===== config.mk =====
export PLATFORM = sky130hd
export DESIGN_NAME = fetch_unit_flat
export DESIGN_NICKNAME = d
export VERILOG_FILES = /design/src/rtl/fetch_pkg.sv /design/src/rtl/fetch_unit_if.sv /design/src/rtl/fetch_ir_hold.sv /design/src/rtl/fetch_unit.sv /design/src/flat_wrapper.sv
export SDC_FILE = /design/constraint.sdc
export NUM_CORES = 1
export LEC_CHECK = 0
export CAP_MARGIN = 20
export CORE_ASPECT_RATIO = 2
export CORE_MARGIN = 2
export CORE_UTILIZATION = 40
export DETAILED_ROUTE_END_ITERATION = 6
export PLACE_DENSITY = 0.73
export SETUP_SLACK_MARGIN = 0.02
export SLEW_MARGIN = 20
export SYNTH_ARGS = -nofsm -noshare
export SYNTH_HDL_FRONTEND = slang
export SYNTH_SLANG_ARGS = --single-unit

===== constraint.sdc =====
create_clock -name clk -period 1.85 [get_ports clk]
set_input_delay 0.185 -clock clk [delete_from_list [all_inputs] [get_ports clk]]
set_output_delay 0.185 -clock clk [all_outputs]
set_load 0.02 [all_outputs]

===== src/rtl/fetch_pkg.sv =====
// Shared types and constants for the fetch stage of the 16-bit 4-stage pipeline.
package fetch_pkg;

   localparam logic [15:0] PC_INC           = 16'd2;
   localparam logic [15:0] DEFAULT_RESET_PC = 16'h0000;

   typedef enum logic [1:0] {
      S_RESET,
      S_RUN,
      S_STALL,
      S_REDIRECT
   } fetch_state_e;

   // Saturating increment for the optional performance counters.
   function automatic logic [15:0] sat_inc(input logic [15:0] v);
      return (v == 16'hFFFF) ? v : v + 16'd1;
   endfunction

endpackage


===== src/rtl/fetch_unit_if.sv =====
// Instruction-memory read port between the fetch stage and the synchronous imem.
// Protocol: a read is requested in any cycle o_mem_rd=1 for o_mem_addr; i_mem_rddata
// carries that word exactly one cycle later; there is no backpressure (always ready).
interface fetch_unit_if;
   logic [15:0] o_mem_addr;
   logic        o_mem_rd;
   logic [15:0] i_mem_rddata;

   modport master (output o_mem_addr, output o_mem_rd, input i_mem_rddata);
   modport slave  (input o_mem_addr, input o_mem_rd, output i_mem_rddata);
endinterface


===== src/rtl/fetch_ir_hold.sv =====
// IR hold register: keeps the rf_read-stage instruction word while the stage is stalled,
// because imem keeps returning the re-read fetch-stage word during the stall.
module fetch_ir_hold
   import fetch_pkg::*;
(
   input  logic        clk,
   input  logic        reset,
   input  logic        capture,
   input  logic        select,
   input  logic [15:0] i_mem_rddata,
   output logic [15:0] ir
);

   logic [15:0] hold_q;

   always_ff @(posedge clk) begin
      if (!reset) begin
         hold_q <= '0;
      end else if (capture) begin
         hold_q <= i_mem_rddata;
      end
   end

   assign ir = select ? hold_q : i_mem_rddata;

endmodule


===== src/rtl/fetch_unit.sv =====
// Fetch stage: PC register, imem read port and the fetch/rf_read pipeline registers.
// Optional FETCH_PERF_CNT_EN adds saturating advance/redirect counters.
module fetch_unit
   import fetch_pkg::*;
#(
   parameter logic [15:0] RESET_PC = DEFAULT_RESET_PC,
   parameter int          PC_W     = 16
)(
   input  logic              clk,
   input  logic              reset,
   input  logic              i_stall,
   input  logic              branch_sig,
   input  logic [PC_W-1:0]   pc_in_br,
   input  logic              set_invalid_sig_to_fetch,
   input  logic              set_invalid_sig_to_rf_read,
   fetch_unit_if.master      mem,
   output logic [PC_W-1:0]   o_pc_out_in_fetch_stage,
   output logic              o_valid_in_fetch_stage,
   output logic [PC_W-1:0]   o_pc_in_rf_read_stage,
   output logic [PC_W-1:0]   o_ir_in_rf_read_stage,
   output logic              o_valid_in_rf_read_stage,
   output fetch_state_e      o_state
`ifdef FETCH_PERF_CNT_EN
   ,
   output logic [15:0]       o_fetch_cnt,
   output logic [15:0]       o_redirect_cnt
`endif
);

   fetch_state_e    state_q, state_d;
   logic [PC_W-1:0] pc_q, pc_d, next_pc;
   logic [PC_W-1:0] rf_pc_q, rf_pc_d;
   logic            rf_valid_q, rf_valid_d;
   logic            after_stall_q;
   logic            fetch_valid;
   logic            redirect;
   logic            capture, select;

   assign redirect = set_invalid_sig_to_fetch;
   assign next_pc  = (branch_sig | redirect) ? pc_in_br : pc_q + PC_INC;

   always_comb begin
      state_d     = state_q;
      pc_d        = pc_q;
      rf_pc_d     = rf_pc_q;
      rf_valid_d  = rf_valid_q;
      fetch_valid = 1'b0;
      case (state_q)
         S_RESET: begin
            state_d = S_RUN;
         end
         S_RUN, S_REDIRECT: begin
            fetch_valid = 1'b1;
            // An execute redirect beats a stall; a fetch-only redirect waits for it.
            if (set_invalid_sig_to_rf_read || (redirect && !i_stall)) begin
               pc_d       = pc_in_br;
               rf_pc_d    = pc_q;
               rf_valid_d = 1'b0;
               state_d    = S_REDIRECT;
            end else if (i_stall) begin
               state_d = S_STALL;
            end else begin
               pc_d       = next_pc;
               rf_pc_d    = pc_q;
               rf_valid_d = 1'b1;
               state_d    = S_RUN;
            end
         end
         S_STALL: begin
            fetch_valid = 1'b1;
            if (set_invalid_sig_to_rf_read) begin
               pc_d       = pc_in_br;
               rf_valid_d = 1'b0;
               state_d    = S_REDIRECT;
            end else if (!i_stall) begin
               state_d = S_RUN;
            end
         end
         default: begin
            state_d = S_RESET;
         end
      endcase
      if (set_invalid_sig_to_rf_read) begin
         rf_valid_d = 1'b0;
      end
   end

   always_ff @(posedge clk) begin
      if (!reset) begin
         state_q       <= S_RESET;
         pc_q          <= RESET_PC;
         rf_pc_q       <= '0;
         rf_valid_q    <= 1'b0;
         after_stall_q <= 1'b0;
      end else begin
         state_q       <= state_d;
         pc_q          <= pc_d;
         rf_pc_q       <= rf_pc_d;
         rf_valid_q    <= rf_valid_d;
         after_stall_q <= (state_q == S_STALL);
      end
   end

   // Imem returns the re-read fetch word during a stall and on the cycle after release,
   // so the rf_read IR comes from the hold register for that whole window.
   assign select  = (state_q == S_STALL) || after_stall_q;
   assign capture = (state_d == S_STALL) && (state_q != S_STALL) && !select;

   fetch_ir_hold u_ir_hold (
      .clk          (clk),
      .reset        (reset),
      .capture      (capture),
      .select       (select),
      .i_mem_rddata (mem.i_mem_rddata),
      .ir           (o_ir_in_rf_read_stage)
   );

   assign mem.o_mem_addr = pc_q;
   assign mem.o_mem_rd   = reset;

   assign o_pc_out_in_fetch_stage  = pc_q;
   assign o_valid_in_fetch_stage   = fetch_valid;
   assign o_pc_in_rf_read_stage    = rf_pc_q;
   assign o_valid_in_rf_read_stage = rf_valid_q;
   assign o_state                  = state_q;

`ifdef FETCH_PERF_CNT_EN
   logic advance, redirect_taken;
   logic [15:0] fetch_cnt_q, redirect_cnt_q;

   // From RUN/REDIRECT the only path back into RUN is a normal advance.
   assign advance        = ((state_q == S_RUN) || (state_q == S_REDIRECT)) && (state_d == S_RUN);
   assign redirect_taken = (state_d == S_REDIRECT);

   always_ff @(posedge clk) begin
      if (!reset) begin
         fetch_cnt_q    <= '0;
         redirect_cnt_q <= '0;
      end else begin
         if (advance)        fetch_cnt_q    <= sat_inc(fetch_cnt_q);
         if (redirect_taken) redirect_cnt_q <= sat_inc(redirect_cnt_q);
      end
   end

   assign o_fetch_cnt    = fetch_cnt_q;
   assign o_redirect_cnt = redirect_cnt_q;
`endif

endmodule

===== src/flat_wrapper.sv =====
// flat-port wrapper written by rule: the top's interface ports become plain ports
module fetch_unit_flat import fetch_pkg::*;
#(
   parameter logic [15:0] RESET_PC = DEFAULT_RESET_PC,
   parameter int          PC_W     = 16
)
  (clk, reset, i_stall, branch_sig, pc_in_br, set_invalid_sig_to_fetch, set_invalid_sig_to_rf_read, o_pc_out_in_fetch_stage, o_valid_in_fetch_stage, o_pc_in_rf_read_stage, o_ir_in_rf_read_stage, o_valid_in_rf_read_stage, o_state, mem_o_mem_addr, mem_o_mem_rd, mem_i_mem_rddata);
  fetch_unit_if mem_i ();
  input  logic clk;
  input  logic reset;
  input  logic i_stall;
  input  logic branch_sig;
  input  logic [PC_W-1:0] pc_in_br;
  input  logic set_invalid_sig_to_fetch;
  input  logic set_invalid_sig_to_rf_read;
  output logic [PC_W-1:0] o_pc_out_in_fetch_stage;
  output logic o_valid_in_fetch_stage;
  output logic [PC_W-1:0] o_pc_in_rf_read_stage;
  output logic [PC_W-1:0] o_ir_in_rf_read_stage;
  output logic o_valid_in_rf_read_stage;
  output fetch_state_e o_state;
  output wire logic [$bits(mem_i.o_mem_addr)-1:0] mem_o_mem_addr;
  output wire logic [$bits(mem_i.o_mem_rd)-1:0] mem_o_mem_rd;
  input wire logic [$bits(mem_i.i_mem_rddata)-1:0] mem_i_mem_rddata;
  assign mem_o_mem_addr = mem_i.o_mem_addr;
  assign mem_o_mem_rd = mem_i.o_mem_rd;
  assign mem_i.i_mem_rddata = mem_i_mem_rddata;
  fetch_unit #(.RESET_PC(RESET_PC), .PC_W(PC_W)) u_core (.clk(clk), .reset(reset), .i_stall(i_stall), .branch_sig(branch_sig), .pc_in_br(pc_in_br), .set_invalid_sig_to_fetch(set_invalid_sig_to_fetch), .set_invalid_sig_to_rf_read(set_invalid_sig_to_rf_read), .mem(mem_i), .o_pc_out_in_fetch_stage(o_pc_out_in_fetch_stage), .o_valid_in_fetch_stage(o_valid_in_fetch_stage), .o_pc_in_rf_read_stage(o_pc_in_rf_read_stage), .o_ir_in_rf_read_stage(o_ir_in_rf_read_stage), .o_valid_in_rf_read_stage(o_valid_in_rf_read_stage), .o_state(o_state));
endmodule

==> reports/metrics.yaml <==
synthesis:
  synth_edf_count: 0
  async_flop_share_pct: 0
  synth_area_sq_um: 2650
  synth_simple_gate_area_share_pct: 23.8
  postSynthAreaPerCell_sq_um: 8.23
  synthMuxAreaShare_pct: 7.55
  seq_area_frac_synth_pct: 39.3
  yosysTopAreaCell: "dfxtp_1"
  yosys.cell_types.count: 54
  yosys_most_used_dff: "dfxtp_1"
  synth_nets: 361
  ys_ff_latch: 52
  yosysWarningCount: 0
  synth_fa_ha_area_share_pct: 0.472
  synth_xor_area_share_pct: 0.330
  yosysTopAreaCellShare_pct: 39.3
  syn_inst: 322
  synth_compound_area_share_pct: 19.6
  synth_top_family_by_area: "simple AND/OR/NAND/NOR gates"
  yosys-top-cells-area: "dfxtp_1, nand2_1, a21oi_1"
global_route:
  gr-usage-all-layers_pct: 21.3
  grt_pass1_vias: 2717
  grt_max_degree: 19
  antenna_found_initial: 0
  grt-ovfl-total: 0
  grt_pass1_wl_um: 12200
cells_and_area:
  antenna_cells: 0
  final_util_pct: 60.6
  multi_input_area_sq_um: 1380
  nFillCells: 631
  drive_gt1_share_pct: 19.4
  fin_cells: 522
  seq_area_sq_um: 1040
  area_delta_synth_final_pct: 48.9
  finalNetCount: 473
setup_path:
  required_ps: 1660
  crit_path_start: "u_core.o_state[0]"
  path_cells: "buf_4 > or2_2 > clkdlybuf4s50_1"
  end_kind: "output port"
  crit_path_start_kind: "register"
  critPathTopFamily: "buffers and inverters"
  worstPathMaxFanout: 12
  arrival_ps: 1610
  rr_startpoint: "u_core.mem.o_mem_addr[2]"
  crit_type: "register to output port"
  crit_buf_inv: 2
  slowest_delay_ps: 540
  crit_slowest_cell: "clkdlybuf4s50_1"
sta:
  setup_violations: 0
  tightest_slew_ps: 358
  finalSetupTns_ps: 0
  skew_ps: 4.68
  rsz0062_at_grt: "yes"
  relSlewSlack_pct: 76.1
  finalHoldViolations: 0
  fin_ws_ps: 54.0
  period_minus_slack_ps: 1800
  max_freq_mhz: 557
  min_period_over_period_pct: 97.1
  finalMaxSlewViolations: 0
power_and_ir_drop:
  combPwrFrac_pct: 26.8
  p_int_w: 0.00206
  p_switching_w: 0.000842
  ir_drop_v: 0.000508
  power.leakage_nw: 1.47
  power.density_nw_per_um2: 734
  p_sw_share_pct: 29.0
  power_frac_seq_pct: 42.5
  p_total_w: 0.00290
  power.share.clock_pct: 30.7
floorplanning:
  start_util_pct: 40.7
  die_w_um: 61.6
  io_pins: 107
  die_h_um: 119
  die_area_sq_um: 7340
  rows: 42
  core-area_sq_um: 6520
clocking:
  numCtsBuffers: 5
  htreeDepth: 2
  clock_latency_ps: 290
  cts_tree: "yes"
  cts.path.max_buffers: 2
  clockRootBuffer: "clkbuf_16"
  cts.sink_count: 52
  clk_pin_slew_ps: 70
status:
  status: "complete, no violations"
hold_path:
  hp-start: "u_core.o_pc_in_rf_read_stage[8]"
  min_path_type: "register to register"
route:
  drcViolationCount: 0
  dr.pass1.iters: 5
  drt_iter0_markers: 138
  wirelength_um: 7720
  ant_nets: 0
  wire_per_inst_um: 14.8
  dr_total_vias: 2780
  vias_per_cell: 5.33
placed_design:
  io_buffers: 106
  place_ws_ps: -141
  gp_congestion: 0.856
  dpl.hpwl_um: 5790
  dp_cells: 514
run:
  maxCapViolCount: 0
## synthesized netlist by cell type, types with 3 or more instances
cell / count
and3_1: 4
clkbuf_1: 7
and4_1: 3
mux2_2: 16
nand3_1: 9
buf_2: 5
o31a_1: 3
and2_1: 3
o21ai_0: 10
nor2_1: 4
o22ai_1: 4
or3_1: 4
a21oi_1: 43
a22oi_1: 6
nand2_1: 78
nand4_1: 4
buf_4: 20
dfxtp_1: 52
## timing repair
item | in CTS | in global routing
hold buffers | 0 | 0
gates resized for setup | 62 | 6
setup endpoints to repair | 16 | 3
gates cloned | 0 | 1
pin swaps | 0 | 1
setup buffers | 0 | 0
## worst register-to-register path, stage by stage (launching register included)
cell and delay (ps):
dfxtp_1 440, ha_1 250, and4_1 280, nand2_1 90, or4_1 480, o211ai_1 90
## sequential cells by signal, summed over array words and instances (netlist names)
name,flops
u_core.mem.o_mem_addr,16
u_core.o_pc_in_rf_read_stage,16
u_core.u_ir_hold.hold_q,16
u_core.o_state,2
u_core.after_stall_q,1
u_core.o_valid_in_rf_read_stage,1
## power groups by stage
stage,sequential [W],clock [W],combinational (W)
floorplan,0.00131,0,0.000363
global placement,0.00125,0,0.000784
detailed placement,0.00126,0,0.000794
CTS,0.00123,0.000896,0.000770
global route,0.00124,0.000941,0.000832
finish,0.00123,0.000888,0.000777
## placed cells by master, fill, tap and decap left out, types with 3 or more instances in the layout
cell and n:
and4_1 3, and3_1 4, clkdlybuf4s50_1 90, mux2_2 16, buf_2 15, nand3_1 9, clkbuf_16 6, o21ai_0 10
nor2_1 4, or3_1 4, buf_4 34, dfxtp_1 51, a21oi_1 43, nand4_1 4, o31a_1 3, a22oi_1 6
and2_1 3, o22ai_1 4, nand2_1 78
## layer usage
metal | global-route usage [%] | wire (um) | part of all wire, % | up-vias
li1 | - | - | - | 1356
met1 | 26.8 | 3160 | 41 | 1293
met2 | 35.1 | 3900 | 50 | 126
met3 | 4.02 | 571 | 7.4 | 5
met4 | 7.18 | 94 | 1.2 | 0
met5 | 0 | 0 | 0 | -
## path summary, 6_finish.rpt
kind,to,slack (ps),cells past startpoint
setup / recovery,o_valid_in_fetch_stage,50,3
hold / removal,u_core.o_pc_in_rf_read_stage[8],450,2
setup reg to reg,u_core.mem.o_mem_addr[15],140,5
hold reg to reg,u_core.o_pc_in_rf_read_stage[8],450,2
## area by class of cell
type | count | share of cell area, %
multi-input cells | 233 | 35.0
repair buffers | 141 | 32.3
flip-flops and latches | 52 | 26.4
clock buffers | 6 | 3.26
well taps | 88 | 2.79
clock inverters | 1 | 0.127
inverters | 1 | 0.0951
## per-stage QoR
stage | hold slack [ps] | cell area (sq um)
finish | 452 | 3950
CTS | 456 | 3920
global placement | 440 | 3860
global route | 471 | 3950
floorplan | 262 | 2650
detailed placement | 446 | 3860
## cell families (layout without fill, tap and decap cells)
kind of cell	after synthesis	after routing
buf+inv	37	149
fa+ha+maj	1	1
compound gates	85	85
simple gates	128	128
mux	18	18
xor+xnor	1	1
flops	52	52
(Power assumes the default switching activity.)
